### config.mk
export PLATFORM = sky130hd
export DESIGN_NAME = cla_step_sequencer
export DESIGN_NICKNAME = d
export VERILOG_FILES = /design/src/rtl/cla_step_sequencer.sv
export SDC_FILE = /design/constraint.sdc
export NUM_CORES = 1
export LEC_CHECK = 0
export CORE_ASPECT_RATIO = 1.4
export CORE_MARGIN = 4
export CORE_UTILIZATION = 55
export CTS_CLUSTER_DIAMETER = 80
export DETAILED_ROUTE_END_ITERATION = 8
export PLACE_DENSITY = 0.91
export SYNTH_ARGS = -nofsm -noshare
export SYNTH_HDL_FRONTEND = slang
export SYNTH_SLANG_ARGS = --single-unit
### constraint.sdc
create_clock -name clock_in -period 3.2 [get_ports clock_in]
set_input_delay 0.32 -clock clock_in [delete_from_list [all_inputs] [get_ports clock_in]]
set_output_delay 0.32 -clock clock_in [all_outputs]
set_load 0.03 [all_outputs]
### src/rtl/cla_step_sequencer.sv
// Steps a vector counter through the CLA on each slow-clock rising edge, then settles, captures and checks.
// Optional build macro CLA_STOP_ON_ERROR_EN: a failing capture parks the FSM in HALT until reset.
//
// state      | meaning
// -----------+-----------------------------------------------------------
// ST_IDLE    | waiting for a synchronized slow-clock edge while run is high
// ST_SETTLE  | operands driven, waiting for the CLA outputs to settle
// ST_CAPTURE | latch {cout_in, sum_in}, check it and pulse result_valid
// ST_HALT    | frozen on a failing vector (CLA_STOP_ON_ERROR_EN only)
module cla_step_sequencer #(
  parameter int WIDTH         = 4,
  parameter int SETTLE_CYCLES = 4
) (
  input  logic             clock_in,
  input  logic             reset_n,
  input  logic             slow_clk_in,
  input  logic             run,
  output logic [WIDTH-1:0] op_a,
  output logic [WIDTH-1:0] op_b,
  output logic             cin,
  input  logic [WIDTH-1:0] sum_in,
  input  logic             cout_in,
  output logic [WIDTH:0]   result_out,
  output logic             result_valid,
  output logic             error,
  output logic [15:0]      step_count,
  output logic             done
);

  localparam int VEC_BITS = 2 * WIDTH + 1;
  localparam int CNT_W    = (SETTLE_CYCLES > 1) ? $clog2(SETTLE_CYCLES) : 1;
  localparam logic [CNT_W-1:0] SETTLE_LAST = CNT_W'(SETTLE_CYCLES - 1);

  typedef enum logic [1:0] {
    ST_IDLE    = 2'd0,
    ST_SETTLE  = 2'd1,
    ST_CAPTURE = 2'd2
`ifdef CLA_STOP_ON_ERROR_EN
    , ST_HALT  = 2'd3
`endif
  } state_t;

  state_t              state, state_nxt;
  logic                s1, s2, s3;
  logic                step;
  logic [VEC_BITS-1:0] vec;
  logic [CNT_W-1:0]    settle_cnt;
  logic                last_vec;
  logic [WIDTH:0]      expected;
  logic [WIDTH:0]      observed;
  logic                mismatch;
  logic                load;
  logic                settle_inc;
  logic                capture;

  // slow_clk_in is sampled as data; the history flop turns its rising edge into a one-cycle pulse
  assign step = s2 & ~s3;

  assign expected = {1'b0, op_a} + {1'b0, op_b} + {{WIDTH{1'b0}}, cin};
  assign observed = {cout_in, sum_in};
  assign mismatch = (observed != expected);

  always_ff @(posedge clock_in or negedge reset_n) begin
    if (!reset_n) begin
      state <= ST_IDLE;
    end else begin
      state <= state_nxt;
    end
  end

  always_comb begin
    state_nxt = state;
    case (state)
      ST_IDLE:    if (step && run) state_nxt = ST_SETTLE;
      ST_SETTLE:  if (settle_cnt == SETTLE_LAST) state_nxt = ST_CAPTURE;
`ifdef CLA_STOP_ON_ERROR_EN
      ST_CAPTURE: state_nxt = mismatch ? ST_HALT : ST_IDLE;
      ST_HALT:    state_nxt = ST_HALT;
`else
      ST_CAPTURE: state_nxt = ST_IDLE;
`endif
      default:    state_nxt = ST_IDLE;
    endcase
  end

  always_comb begin
    load       = 1'b0;
    settle_inc = 1'b0;
    capture    = 1'b0;
    case (state)
      ST_IDLE:    load       = step & run;
      ST_SETTLE:  settle_inc = 1'b1;
      ST_CAPTURE: capture    = 1'b1;
      default:    ;
    endcase
  end

  always_ff @(posedge clock_in or negedge reset_n) begin
    if (!reset_n) begin
      s1           <= 1'b0;
      s2           <= 1'b0;
      s3           <= 1'b0;
      vec          <= '0;
      op_a         <= '0;
      op_b         <= '0;
      cin          <= 1'b0;
      settle_cnt   <= '0;
      last_vec     <= 1'b0;
      result_out   <= '0;
      result_valid <= 1'b0;
      error        <= 1'b0;
      step_count   <= '0;
      done         <= 1'b0;
    end else begin
      s1           <= slow_clk_in;
      s2           <= s1;
      s3           <= s2;
      result_valid <= capture;
      if (load) begin
        op_a       <= vec[WIDTH-1:0];
        op_b       <= vec[2*WIDTH-1:WIDTH];
        cin        <= vec[2*WIDTH];
        last_vec   <= &vec;
        vec        <= vec + VEC_BITS'(1);
        settle_cnt <= '0;
      end
      if (settle_inc) begin
        settle_cnt <= settle_cnt + CNT_W'(1);
      end
      if (capture) begin
        result_out <= observed;
        if (mismatch) error <= 1'b1;
        if (step_count != 16'hFFFF) step_count <= step_count + 16'd1;
        // the vector that wrapped the counter is the last one of the full space
        if (last_vec) done <= 1'b1;
      end
    end
  end

endmodule
## Word level (Yosys, flattened, before mapping)

Cells that the tools add are included.

- ROM bits: 0
- Output and inout port bits: 33
- Memory bits (writable): 0
- Register bits: 50
- Bits in latches: 0
- Bits of input ports: 9
- Memories kept: 0

- Divide/modulo/power cells: 0
- Reduce and logical (&&, ||, !) cells: 8
- Mux-type cells: 8
- Multiply operators: 0
- Add/subtract/negate cells: 5
- Equality and inequality tests: 7
- Magnitude comparators: 0
- Shift-type cells: 0
- Bitwise operators: 3

Operator list:

| operator | count |
|---|---|
| 16-bit by 1-bit adder with 16-bit output, second input constant | 1 |
| 16-bit != test, second input constant | 1 |
| 9-bit by 1-bit adder with 9-bit output, second input constant | 1 |
| 9-bit AND reduction | 1 |
| 2-bit 2-to-1 mux | 4 |
| 2-bit AND reduction | 4 |
| 4-bit by 4-bit adder with 5-bit output | 1 |
| 5-bit by 1-bit adder with 5-bit output | 1 |
| 5-bit != test | 1 |
| 2-bit equality test, second input constant | 2 |
| 2-bit != test, second input constant | 2 |
| 2-bit case mux with 2 select lines | 1 |
| 1-bit 2-to-1 mux | 3 |
| 2-bit by 1-bit adder with 2-bit output, second input constant | 1 |
| 1-bit bitwise AND | 2 |
| 2-bit by 1-bit equality test with 1-bit output, second input constant | 1 |
| 2-bit logical NOT | 1 |
| 2-bit nonzero test | 1 |
| 1-bit logical AND | 1 |
| 1-bit inverter | 1 |

## Depth between registers and ports, before layout

- Depth in word-level cells: 6
- Depth in mapped cells: 8
- Depth with buffers taken out: 8

## Least setup slack after synthesis

Ideal clock, no wire load.

- Kind: register -> register
- From: register op_a[0]
- To: register error
- Period minus slack after synthesis: 2.075 ns
- Arrival time: 1.935 ns
- Setup slack: 1.125 ns
- Stages on the path, launching flop included: 8
- Buffers on the path: 0
- Path through: dfrtp_1 > inv_1 > fa_1 > inv_1 > fa_1 > xor2_1 > nor3_1 > a41oi_1

- Word-level cells in the longest chain between the ends: 4

RTL lines:

| what | RTL line | RTL |
|---|---|---|
| from (decl) | 18 | `output logic [WIDTH-1:0] op_a,` |
| from (signal assigned) | 120 | `op_a <= vec[WIDTH-1:0];` |
| 4-bit by 4-bit adder with 5-bit output | 59 | `assign expected = {1'b0, op_a} + {1'b0, op_b} + {{WIDTH{1'b0}}, cin};` |
| 5-bit by 1-bit adder with 5-bit output | 59 |  |
| 5-bit != test | 61 | `assign mismatch = (observed != expected);` |
| 2-bit AND reduction (no line) | - |  |
| to (signal assigned) | 111 | `error <= 1'b0;` |
| to (signal assigned) | 132 | `if (mismatch) error <= 1'b1;` |
| to (decl) | 25 | `output logic error,` |

No other way between the ends.
A chain may end at the register's enable or synchronous reset.

## Worst setup path after layout

- From: register state[1]
- To: register op_a[2]

- Word-level cells in the longest chain between the ends: 2

RTL lines:

| what | RTL line | RTL |
|---|---|---|
| from (decl) | 43 | `state_t state, state_nxt;` |
| from (signal assigned) | 67 | `state <= state_nxt;` |
| 2-bit logical NOT | 90 | `case (state)` |
| 1-bit 2-to-1 mux | 90 |  |

No other way between the ends.

==> results.md <==
- Most frequent cell after synthesis: sky130_fd_sc_hd__dfrtp_1
- Average footprint of a synthesized cell: around 12 um^2
- Estimated wirelength of the detail-placed design: 3220 um
- Total number of vias: 1572
- Power consumption: 2.11 mW
- Clock power share: 0.256
- EDFF count, synth: 0
- Worst setup skew after layout: 0.00485 ns
- Kind of launch point of the worst setup path: flip-flop
- Async S/R FF share, synth: 1.00
- Dominant synthesized flop cell: sky130_fd_sc_hd__dfrtp_1
- X dimension of the die: 62.2 um
- Count of warnings emitted by yosys: 0
- Run status: completed
- Vias per cell: 5.54
- Master cell of the clock root buffer: sky130_fd_sc_hd__clkbuf_8
- Endpoint class of the critical path: flip-flop
- Gr ovfl total: 0
- Wire length of the first global-routing pass: 7860 um
- Post-route fraction of the period consumed by the critical path: 0.627
- Min Tclk post-route: 2.01 ns
- R2R Path End: op_a[2]$_DFFE_PN0P_
- Slew Limit Fails: 0
- CP Data Arrival Time: 2.19 ns
- Number of flip-flops and latches in the synthesized netlist: 50
- R2R depth: 3
- Final WS setup: 1.19 ns
- Clock sink count: 50
- Number of levels the H-tree was split into: 2
- Total number of placement rows: 27
- Ratio of cells with drive above 1 in the final layout: 0.0954
- Post-CTS Hold Fix Bufs: 0
- Final-report hold violation count: 0
- Drt pass-1 iters: 4
- Number of global-route vias before repair: 1689
- Count of buffers from port buffering: between 40 and 50
- Total Neg Setup Slack: 0 ns
- # Max-Cap Violations: 0
- Layout Cells excl Fill: 284
- Maximum frequency from static timing analysis: roughly 0.50 GHz
- Number of instances in the placed design: around 280
- Initial standard-cell utilization of the core: 0.572
- Worst r2r src: state[1]$_DFFE_PN0P_
- Antenna Cells: 0
- Die extent in y: around 84 um
- Gates resized, CTS repair: 0
- Transition time of the tightest slew-check pin: 1.07 ns
- Top-level I/O count: 42
- Area share of the largest cell type after synthesis: 0.554
- Remaining routing DRC violations: 0
- Latest clock arrival within the worst-skew pair: 0.30 ns
- Required time of the critical path: 3.39 ns
- All-layer global routing usage: 0.186
- Final nets: 258
- Synthesized netlist net count: 214
- Reg-to-reg slack, setup: 1.19 ns
- Power per cell area: 742 nW/um^2
- Ranking of synthesized cells by instance count: sky130_fd_sc_hd__dfrtp_1, sky130_fd_sc_hd__nand2_1, sky130_fd_sc_hd__xnor2_1
- Remaining number of nets flagged by the antenna check after routing: 0
- Post-CTS Setup Inserts: 0
- Number of antenna violations at the first check in global routing: 0
- CTS tree: done
- Maximum number of pins on one net before global-route repair: a little over 50
- Portion of the post-synthesis area used by sequential elements: 0.554
- Clock edge transition at the registers on the reported setup and hold paths: 0.09 ns
- Detailed-route wire length: between 4000 and 5000 um
- Gate count after technology mapping: between 150 and 200
- Setup Slack @ Placement: 1.14 ns
- Maximum vdd drop: 623 uV
- Core Footprint: 3950 um^2
- Worst min-delay path class: input pin to async pin
- DRT iter0 DRCs: 58
- Average detailed-routed wire length per instance: 15.5 um
- Sequential group share of total power: 0.416
- Switch Pwr: 0.706 mW
- Inserted Clock Buffers: 5
- Final setup viols: 0
- Largest area contributor in the netlist: sky130_fd_sc_hd__dfrtp_1
- Setup repair after global routing missed its margin: false
- Area growth from synthesis to final layout: 25.7%
- Leakage Power: 1.30 nW
- Longest Clk Path Bufs: 2
- Switch share: 0.335
- Routability congestion estimate: 0.833
- Internal cell power: 1.40 mW
- DIE AREA: between 5000 and 6000 um^2
- Critical Path Fanout Max: 18
- Number of distinct standard cells referenced by the synthesized netlist: 30
- Syn Std Cell Area: 2260 um^2
- Logic gate share of total power: 0.328
- Top area cells in the synthesized netlist: sky130_fd_sc_hd__dfrtp_1, sky130_fd_sc_hd__xnor2_1, sky130_fd_sc_hd__mux2_2
- Tightest slew margin relative to the limit: 0.286
- Critical Setup Path Class: flip-flop to flip-flop
per-layer routing:
layer,GRT usage,part of all wire,up-vias
met4,0.0828,0.022,0
met2,0.316,0.52,43
li1,-,-,760
met1,0.222,0.41,760
met5,0,0,-
met3,0.0391,0.043,9
layout by cell type, fill, tap and decap left out, types with 2 or more instances in the layout:
| master | n |
|---|---|
| sky130_fd_sc_hd__nor2_1 | 5 |
| sky130_fd_sc_hd__nand2b_1 | 2 |
| sky130_fd_sc_hd__o211ai_1 | 6 |
| sky130_fd_sc_hd__and3_1 | 8 |
| sky130_fd_sc_hd__ha_1 | 7 |
| sky130_fd_sc_hd__o21ai_0 | 6 |
| sky130_fd_sc_hd__and2_1 | 3 |
| sky130_fd_sc_hd__a21o_1 | 2 |
| sky130_fd_sc_hd__xor2_1 | 6 |
| sky130_fd_sc_hd__and4_1 | 2 |
| sky130_fd_sc_hd__nand3_1 | 3 |
| sky130_fd_sc_hd__xnor2_1 | 23 |
| sky130_fd_sc_hd__a21oi_1 | 2 |
| sky130_fd_sc_hd__nand2_1 | 29 |
| sky130_fd_sc_hd__clkdlybuf4s50_1 | 40 |
| sky130_fd_sc_hd__inv_1 | 8 |
| sky130_fd_sc_hd__nand4_1 | 9 |
| sky130_fd_sc_hd__o22ai_1 | 2 |
| sky130_fd_sc_hd__mux2_2 | 10 |
| sky130_fd_sc_hd__fa_1 | 2 |
| sky130_fd_sc_hd__dfrtp_1 | 50 |
| sky130_fd_sc_hd__bufinv_16 | 2 |
| sky130_fd_sc_hd__clkbuf_8 | 6 |
state kept, by name, indices dropped and copies added, names as in the netlist:
| signal | flops |
|---|---|
| s2 | 1 |
| done | 1 |
| error | 1 |
| step_count | 16 |
| op_a | 4 |
| cin | 1 |
| last_vec | 1 |
| vec | 9 |
| op_b | 4 |
| result_out | 5 |
| result_valid | 1 |
| state | 2 |
| settle_cnt | 2 |
| s1 | 1 |
| s3 | 1 |
worst max-delay path: stages, from the launching register on:
cell and delay, ns:
sky130_fd_sc_hd__dfrtp_1 0.39, sky130_fd_sc_hd__or3_1 0.47, sky130_fd_sc_hd__nor2_2 0.62, sky130_fd_sc_hd__mux2_2 0.42
stage by stage:
step                utilization  hold WS (ns)  cell area (um^2)
finish                    0.719         0.210              2840
global route              0.719         0.295              2840
CTS                       0.719         0.243              2840
detailed placement        0.683         0.336              2700
global placement          0.683         0.332              2700
floorplan                     -        0.0244              2260
power by group through the flow:
stage | registers [mW] | clock network [mW] | logic, mW
CTS | 0.878 | 0.549 | 0.698
finish | 0.878 | 0.539 | 0.692
global route | 0.900 | 0.578 | 0.757
global placement | 0.888 | 0 | 0.669
floorplan | 1.04 | 0 | 0.273
detailed placement | 0.888 | 0 | 0.693
logic make-up after synthesis:
group                    count (synthesis)  synth area share
buffers and inverters                   12            0.0221
adder cells (fa/ha/maj)                  9            0.0565
AND/OR/NAND/NOR                         67             0.152
AO/OA/AOI/OAI                           19            0.0537
multiplexers                            10            0.0498
flip-flops                              50             0.554
XOR/XNOR                                29             0.112
worst max path at each step:
| stage | start | end | slack [ns] |
|---|---|---|---|
| global placement | run | last_vec$_DFFE_PN0P_ | 1.16 |
| detailed placement | run | op_b[3]$_DFFE_PN0P_ | 1.14 |
| CTS | state[1]$_DFFE_PN0P_ | op_a[2]$_DFFE_PN0P_ | 1.22 |
| finish | state[1]$_DFFE_PN0P_ | op_a[2]$_DFFE_PN0P_ | 1.19 |
| floorplan | op_a[0]$_DFFE_PN0P_ | error$_DFFE_PN0P_ | 1.13 |
| global route | step_count[0]$_DFFE_PN0P_ | step_count[1]$_DFFE_PN0P_ | 1.05 |
layout make-up:
class	instances	area, um^2
Timing Repair Buffer	41	405
Clock inverter	2	60.1
Multi-Input combinational cell	134	958
Tap cell	43	53.8
Fill cell	286	1110
Inverter	8	30.0
Sequential cell	50	1250
Clock buffer	6	82.6
No activity file was read; power rests on OpenSTA's default activity.
